==> src/rtl/issue_queue.sv <==
// Instruction queue between fetch and the dual-issue check stage.
// Circular buffer that accepts up to two pushes and two pops per cycle and presents the two oldest entries.
module issue_queue #(
    parameter int DEPTH = 8
) (
    input  logic                       CLK,
    input  logic                       NRST,
    input  logic [1:0]                 push_valid,
    input  logic [12:0]                pc0_in,
    input  logic [12:0]                pc1_in,
    input  logic [31:0]                inst0_in,
    input  logic [31:0]                inst1_in,
    input  logic [1:0]                 state0_in,
    input  logic [1:0]                 state1_in,
    output logic                       fetch_ready,
    input  logic [1:0]                 pop,
    input  logic                       stall,
    input  logic                       flush,
    output logic [12:0]                pc1_out,
    output logic [12:0]                pc2_out,
    output logic [31:0]                inst1_out,
    output logic [31:0]                inst2_out,
    output logic [1:0]                 state1_out,
    output logic [1:0]                 state2_out,
    output logic [1:0]                 valid_out,
    output logic [$clog2(DEPTH):0]     count
);

    localparam int AW = $clog2(DEPTH);
    localparam int CW = AW + 1;

    typedef struct packed {
        logic [12:0] pc;
        logic [31:0] inst;
        logic [1:0]  state;
    } entry_t;

    entry_t          mem_q [DEPTH];
    logic [CW-1:0]   head_q, head_d;
    logic [CW-1:0]   tail_q, tail_d;
    logic [CW-1:0]   count_q, count_d;
    logic [1:0]      push_n, pop_req, pop_n;
    logic [AW-1:0]   wr_idx0, wr_idx1, rd_idx0, rd_idx1;
    entry_t          slot0, slot1, entry1, entry2;
    logic            entry1_present, entry2_present;

    assign slot0 = {pc0_in, inst0_in, state0_in};
    assign slot1 = {pc1_in, inst1_in, state1_in};

    // Decoded from the registered count so a full two-entry push always fits.
    assign fetch_ready = (count_q <= CW'(DEPTH - 2));

    always_comb begin
        push_n = 2'd0;
        case (push_valid)
            2'b01:   push_n = 2'd1;
            2'b11:   push_n = 2'd2;
            default: push_n = 2'd0;
        endcase
        if (!fetch_ready) push_n = 2'd0;

        pop_req = (pop == 2'd3) ? 2'd2 : pop;
        pop_n   = pop_req;
        if (CW'(pop_req) > count_q) pop_n = count_q[1:0];
        if (stall) pop_n = 2'd0;

        head_d  = head_q + CW'(pop_n);
        tail_d  = tail_q + CW'(push_n);
        count_d = count_q + CW'(push_n) - CW'(pop_n);

        if (flush) begin
            head_d  = '0;
            tail_d  = '0;
            count_d = '0;
        end
    end

    // NOTE: sequential state uses non-blocking assignments so all registers update from pre-edge values.
    always_ff @(posedge CLK or negedge NRST) begin
        if (!NRST) begin
            head_q  <= '0;
            tail_q  <= '0;
            count_q <= '0;
        end else begin
            head_q  <= head_d;
            tail_q  <= tail_d;
            count_q <= count_d;
        end
    end

    assign wr_idx0 = tail_q[AW-1:0];
    assign wr_idx1 = wr_idx0 + AW'(1);

    // NOTE: storage has no reset; stale contents are masked by count, keeping the array a plain RAM.
    always_ff @(posedge CLK) begin
        if (!flush) begin
            if (push_n != 2'd0) mem_q[wr_idx0] <= slot0;
            if (push_n == 2'd2) mem_q[wr_idx1] <= slot1;
        end
    end

    assign rd_idx0        = head_q[AW-1:0];
    assign rd_idx1        = rd_idx0 + AW'(1);
    assign entry1_present = (count_q >= CW'(1));
    assign entry2_present = (count_q >= CW'(2));

    // Absent entries read as zero, which downstream treats as a bubble.
    assign entry1 = entry1_present ? mem_q[rd_idx0] : '0;
    assign entry2 = entry2_present ? mem_q[rd_idx1] : '0;

    assign pc1_out    = entry1.pc;
    assign inst1_out  = entry1.inst;
    assign state1_out = entry1.state;
    assign pc2_out    = entry2.pc;
    assign inst2_out  = entry2.inst;
    assign state2_out = entry2.state;
    assign valid_out  = {entry2_present, entry1_present};
    assign count      = count_q;

endmodule

==> config.mk <==
export PLATFORM = sky130hd
export DESIGN_NAME = issue_queue
export DESIGN_NICKNAME = d
export VERILOG_FILES = /design/src/rtl/issue_queue.sv
export SDC_FILE = /design/constraint.sdc
export NUM_CORES = 1
export LEC_CHECK = 0
export CAP_MARGIN = 20
export CORE_MARGIN = 3
export CORE_UTILIZATION = 65
export CTS_CLUSTER_DIAMETER = 30
export CTS_CLUSTER_SIZE = 16
export DETAILED_ROUTE_END_ITERATION = 7
export DONT_BUFFER_PORTS = 1
export PLACE_DENSITY = 0.81
export SLEW_MARGIN = 20
export SYNTH_ARGS = -nofsm -noshare
export SYNTH_HDL_FRONTEND = slang
export SYNTH_SLANG_ARGS = --single-unit
==> constraint.sdc <==
create_clock -name CLK -period 4.71 [get_ports CLK]
set_input_delay 0.942 -clock CLK [delete_from_list [all_inputs] [get_ports CLK]]
set_output_delay 0.942 -clock CLK [all_outputs]
set_load 0.005 [all_outputs]
==> metrics.yaml, run 1 <==
period_needed_ns: 4.46
final_max_slew_viol_count: 0
insertion_delay_ns: 0.60
dp.cells: 2068
cts_root_buf: "clkbuf_16"
holdBufCountCts: 0
areaGrowthSynthToFinish_pct: 12.5
first_pass_iters: 5
p_per_area_mw_per_mm2: 519
synth_seq_cells: 386
synth_nets: 1801
cts_resized: 0
ys_seq_area_frac: 0.473
vias: 15904
grt_pass1_vias: 16895
grt_max_degree: 105
io_buffers: 0
max_cap_violations: 0
gr-total-overflow: 0
worst_slew_pin_slew_ns: 1.19
max_freq_mhz: 224
synth_compound_area_frac: 0.0780
die_area_sq_mm: 0.0399
io_pins: 203
h-tree-depth: 3
ys_warn_count: 0
viasPerCell: 7.14
gp_congestion: 0.808
diodes: 0
clock_skew_ns: 0.0339
yosys-top-cells-area: "edfxtp_1, mux2_4, mux2_2"
switching_power_mw: 4.63
num-fill-cells: 2155
setup.worst_path.start_class: "register"
relSlewSlack: 0.209
rsz0062_at_grt: "false"
timing.setup.tns_ns: 0
pwr-share-clk: 0.412
synth_edf_count: 376
final_cells: 2229
netlist_instances: 1682
cts_tree: "built"
numCtsBuffers: 86
max-vdd-ir-drop_mv: 0.449
coreArea_sq_mm: 0.0368
grt.total_usage: 0.346
initial_core_util: 0.664
cts_setup_buffers: 0
die-height_um: 200
synth_area_per_cell_sq_um: 14.5
worstPathRequired_ns: 3.77
die_w_um: 200
wl_per_cell_um: 31.5
hpwl_um: 36800
seqPwrFrac: 0.288
end_kind: "output port"
yosys.area_share.simple: 0.0358
synthArstFlopShare: 0.0259
finalSetupViolCount: 0
drive_gt1_frac: 0.402
antenna_found_initial: 0
nets: 1807
finalWirelength_um: 70200
synth_fa_ha_area_frac: 0.00994
ant_nets: 0
row_count: 70
cts_sinks: 386
power.internal_mw: 9.63
synth_flop_cell: "edfxtp_1"
critPathMaxFanout: 53
hold_ws_ns: 0.0604
area.sequential_sq_mm: 0.0115
fin_crit_sh: 0.948
fin_util: 0.747
synth_top_family_by_area: "multiplexers"
outcome: "finished, final reports clean"
arrival_ns: 3.52
hold_class: "primary input to async pin"
cts_buffer_depth: 3
ys_types: 46
p_sw_frac: 0.325
combPwrFrac: 0.300
criticalPathCategory: "register to output port"
synth_area_leader_cell: "edfxtp_1"
synthXorXnorAreaFrac: 0.00282
clk_pin_slew_ns: 0.04
power_leakage_nw: 10.1
first_iter_violations: 1621
netlist.area_leader.share: 0.462
hold_violations: 0
synthMuxAreaShare: 0.351
multi_input_area_sq_mm: 0.0118
drcViolationCount: 0
grt_pass1_wl_um: 103000
syn_area_sq_mm: 0.0244
==> cell usage after synthesis, types with 4 or more instances <==
cell type,number
nor2b_1,56
a22oi_1,51
a211oi_1,47
a2111oi_0,47
fa_1,4
a21oi_1,5
nand3_2,8
buf_6,13
clkbuf_1,40
mux2_2,239
buf_4,22
inv_1,13
nand2_1,56
xnor2_1,4
edfxtp_1,376
mux2_4,232
nor2_1,15
dfrtp_1,10
a221oi_1,47
buf_2,42
mux2i_1,236
ha_1,13
buf_12,24
o22ai_1,47
==> sequential cells by signal (all words and copies together), names as in the netlist <==
signal  count
head_q      3
mem_q     376
tail_q      3
count       4
==> worst max-delay path, cell delays in order, from the launching register on <==
cell and delay (ns):
dfrtp_1 0.49, ha_4 0.85, buf_12 0.32, buf_4 0.23, a211oi_1 0.09, a2111oi_0 0.66, buf_4 0.24
==> worst paths after layout <==
kind / from / endpoint / depth (start not counted) / slack (ns)
setup / recovery: head_q[1] / state2_out[1] / 6 / 0.25
hold / removal: NRST / count[3] / 0 / 0.06
setup reg to reg: count[3] / mem_q[6][8] / 8 / 1.19
hold reg to reg: tail_q[2] / tail_q[2] / 2 / 0.66
max in group asynchronous: NRST / head_q[0] / 0 / 4.57
min in group CLK: flush / count[3] / 1 / 0.43
==> through the flow <==
stage | setup slack, ns | instance area (sq um) | power (mW)
floorplan | 0.413 | 24400 | 7.01
CTS | 0.223 | 27500 | 14.2
detailed placement | 0.842 | 24600 | 8.32
global route | 0.149 | 27500 | 14.7
finish | 0.246 | 27500 | 14.3
global placement | 0.950 | 24600 | 8.22
==> layout by cell type (no fill, tap or decap), types with 4 or more instances in the layout <==
master and n:
clkbuf_1 11, fa_1 4, a21oi_4 4, bufinv_16 9, ha_1 12, inv_1 13
a211oi_1 47, mux2_4 232, a2111oi_0 46, nor2b_1 54, nor2_1 10, dfrtp_1 9
a22oi_1 51, nand2_1 54, buf_4 54, buf_12 9, a221oi_1 47, mux2i_1 236
nand3_4 8, nand2_2 4, inv_6 14, clkinv_4 4, xnor2_1 4, clkinv_2 8
clkinv_1 14, mux2_2 239, nor2_4 6, o22ai_1 47, clkinvlp_4 12, edfxtp_1 376
clkbuf_16 88
==> power groups by stage <==
stage                     registers, mW  clock network (mW)  logic [mW]
after floorplan                    4.13                   0        2.88
after global placement             4.15                   0        4.06
after detailed placement           4.17                   0        4.15
after CTS                          4.11                5.90        4.21
after global routing               4.12                6.09        4.49
final                              4.11                5.87        4.28
==> kinds of logic (layout without fill, tap and decap cells) <==
kind of cell    after synthesis  count (layout)
compound gates              248             248
simple gates                157             157
buf+inv                     159             238
fa+ha+maj                    17              17
xor+xnor                      7               7
flops                       386             386
mux                         708             708
==> metal layers <==
layer / GRT usage / up-vias / part of all wire
met5: 0 / - / 0
met4: 0.152 / 0 / 0.037
met3: 0.108 / 219 / 0.12
met2: 0.562 / 1005 / 0.47
met1: 0.432 / 7925 / 0.36
li1: - / 6755 / -
==> cell type report <==
| type | count | share of cell area |
|---|---|---|
| Multi-Input combinational cell | 1137 | 0.431 |
| Sequential cell | 386 | 0.420 |
| Clock buffer | 99 | 0.0816 |
| Clock inverter | 62 | 0.0228 |
| Timing Repair Buffer | 63 | 0.0213 |
| Tap cell | 468 | 0.0213 |
| Inverter | 14 | 0.00200 |
Note: power is estimated with default switching activity, not from simulation.
==> run 2: changes to the inputs <==
--- a/config.mk
+++ b/config.mk
@@ -12,7 +12,8 @@
 export CTS_CLUSTER_SIZE = 16
 export DETAILED_ROUTE_END_ITERATION = 7
 export DONT_BUFFER_PORTS = 1
-export PLACE_DENSITY = 0.81
+export HOLD_SLACK_MARGIN = 0.12
+export PLACE_DENSITY = 0.93
 export SLEW_MARGIN = 20
 export SYNTH_ARGS = -nofsm -noshare
 export SYNTH_HDL_FRONTEND = slang
==> metrics.yaml, run 2 (synthesized netlist as in run 1, its figures left out) <==
io_pins: 203  # unchanged
grt_pass1_vias: 17629  # +4.3%
first_iter_violations: 1857  # +15%
crit_slowest_cell: "a2111oi_0"
drive_gt1_frac: 0.406  # +0.00362
cp-startpoint: "head_q[0]"
numCtsBuffers: 82  # -4.7%
row_count: 70  # unchanged
relSlewSlack: 0.177  # -0.0318
cts_buffer_depth: 3  # unchanged
reg2reg_depth: 8  # unchanged
setup_slack_ns: 0.231  # -0.0156 ns
hpwl_um: 38800  # +5.7%
rr_startpoint: "count[3]"
wl_per_cell_um: 32.8  # +4.1%
areaGrowthSynthToFinish_pct: 12.2
final_max_slew_viol_count: 0  # unchanged
critPathMaxFanout: 34  # -36%
coreArea_sq_mm: 0.0368  # unchanged
clock_skew_ns: 0.0231  # -0.0108 ns
mostFrequentLayoutCells: "edfxtp_1, mux2_2, mux2i_1"
die_w_um: 200  # unchanged
die_area_sq_mm: 0.0399  # unchanged
outcome: "finished, final reports clean"
cts_sinks: 386  # unchanged
power_leakage_nw: 10.1  # about the same
hold_violations: 0  # unchanged
finalSetupViolCount: 0  # unchanged
endpoint: "pc2_out[5]"
die-height_um: 200  # unchanged
regToRegEndpoint: "mem_q[0][10]"
grt_pass1_wl_um: 106000  # +3.3%
worst_slew_pin_slew_ns: 1.23  # +0.0478 ns
insertion_delay_ns: 0.60  # about the same
first_pass_iters: 5  # unchanged
diodes: 0  # unchanged
rrSetupSlack_ns: 1.12  # -0.07 ns
worstPathRequired_ns: 3.77  # about the same
hold_ws_ns: 0.417  # +0.356 ns
setup.worst_path.start_class: "register"
ant_nets: 0  # unchanged
largest_reg_flops: 376  # unchanged
max_stage_delay_ns: 0.83  # -0.02 ns
rsz0062_at_grt: "false"
cts_root_buf: "clkbuf_16"
cts_tree: "built"
pre_cts_slack_ns: 0.731  # -0.111 ns
viasPerCell: 7.44  # +4.2%
layout_commonest_cell: "edfxtp_1"
fin_crit_sh: 0.951  # +0.00331
max-vdd-ir-drop_mv: 0.628  # +40%
dp.cells: 2079  # +0.53%
max_cap_violations: 0  # unchanged
regMostFlops: "mem_q"
gr-total-overflow: 0  # unchanged
antenna_found_initial: 0  # unchanged
initial_core_util: 0.664  # unchanged
grt.total_usage: 0.357  # +0.0109
final_cells: 2233  # +0.18%
totalPowerFinal_mw: 14.1  # -0.81%
cp_cell_sequence: "ha_4 -> buf_4 -> mux2_2 -> o22ai_1 -> a2111oi_0"
period_needed_ns: 4.48  # +0.0156 ns
criticalPathCategory: "register to output port"
arrival_ns: 3.54  # +0.02 ns
clk_pin_slew_ns: 0.05  # about the same
drcViolationCount: 0  # unchanged
h-tree-depth: 3  # unchanged
end_kind: "output port"
timing.setup.tns_ns: 0  # unchanged
grt_max_degree: 67  # -36%
nets: 1816  # +0.50%
p_per_area_mw_per_mm2: 516  # -0.54%
gp_congestion: 0.812  # +0.48%
max_freq_mhz: 223  # -0.35%
hold_class: "primary input to register"
vias: 16605  # +4.4%
finalWirelength_um: 73200  # +4.3%
io_buffers: 0  # unchanged
-- run 2: cell count changes in the layout (fill, tap and decap cells not counted), moves of 2 or more --
| cell | before | now |
|---|---|---|
| buf_4 | 54 | 67 |
| clkinv_8 | 1 | 3 |
| clkinv_2 | 8 | 16 |
| clkbuf_1 | 11 | 8 |
| inv_6 | 14 | 3 |
| clkinv_1 | 14 | 12 |
| buf_12 | 9 | 7 |
| clkbuf_16 | 88 | 84 |
-- run 2: cell type report --
class	count	area (sq um)
clock inverters	60	582
multi-input cells	1137	11800
repair buffers	76	664
clock buffers	92	2130
well taps	468	586
inverters	14	55.1
fillers	1989	9380
flip-flops and latches	386	11500
-- run 2: worst min-delay path by stage --
stage / from / end / slack [ns] / cells after the start
2_1_floorplan: tail_q[2] / tail_q[2] / 0.59 / 2
3_3_place_gp: tail_q[2] / tail_q[2] / 0.63 / 2
3_5_place_dp: NRST / tail_q[2] / 0.65 / 0
4_1_cts: flush / head_q[1] / 0.39 / 1
5_1_grt: flush / head_q[0] / 0.40 / 1
6_report: flush / head_q[1] / 0.42 / 1
-- run 2: report_power, final --
group	switching (mW)	leakage, nW	internal [mW]
registers	0.133	3.53	3.99
clock network	1.95	1.30	3.69
logic	2.63	5.23	1.74
-- run 2: layer usage --
| metal | vias up | GRT usage | part of all wire |
|---|---|---|---|
| met4 | 0 | 0.219 | 0.061 |
| met2 | 1333 | 0.564 | 0.46 |
| met1 | 8110 | 0.430 | 0.34 |
| li1 | 6760 | - | - |
| met3 | 402 | 0.115 | 0.13 |
| met5 | - | 0 | 0 |
-- run 2: what timing repair did --
item	CTS	global route
resized for setup	0	1
setup endpoints to repair	0	5
hold buffers	1	0
hold endpoints to repair	10	0
setup buffers	0	1
-- run 2: through the flow --
stage           util  area (sq um)
3_5_place_dp   0.670         24700
2_1_floorplan      -         24400
4_1_cts        0.744         27400
6_report       0.745         27400
5_1_grt        0.745         27400
3_3_place_gp   0.670         24700
-- run 2: worst max-delay path, delay by kind of cell (launching register included) --
family / cells / cell delay, ns
mux: 1 / 0.20
buf+inv: 1 / 0.37
compound gates: 2 / 0.91
flops: 1 / 0.65
fa+ha+maj: 1 / 0.80
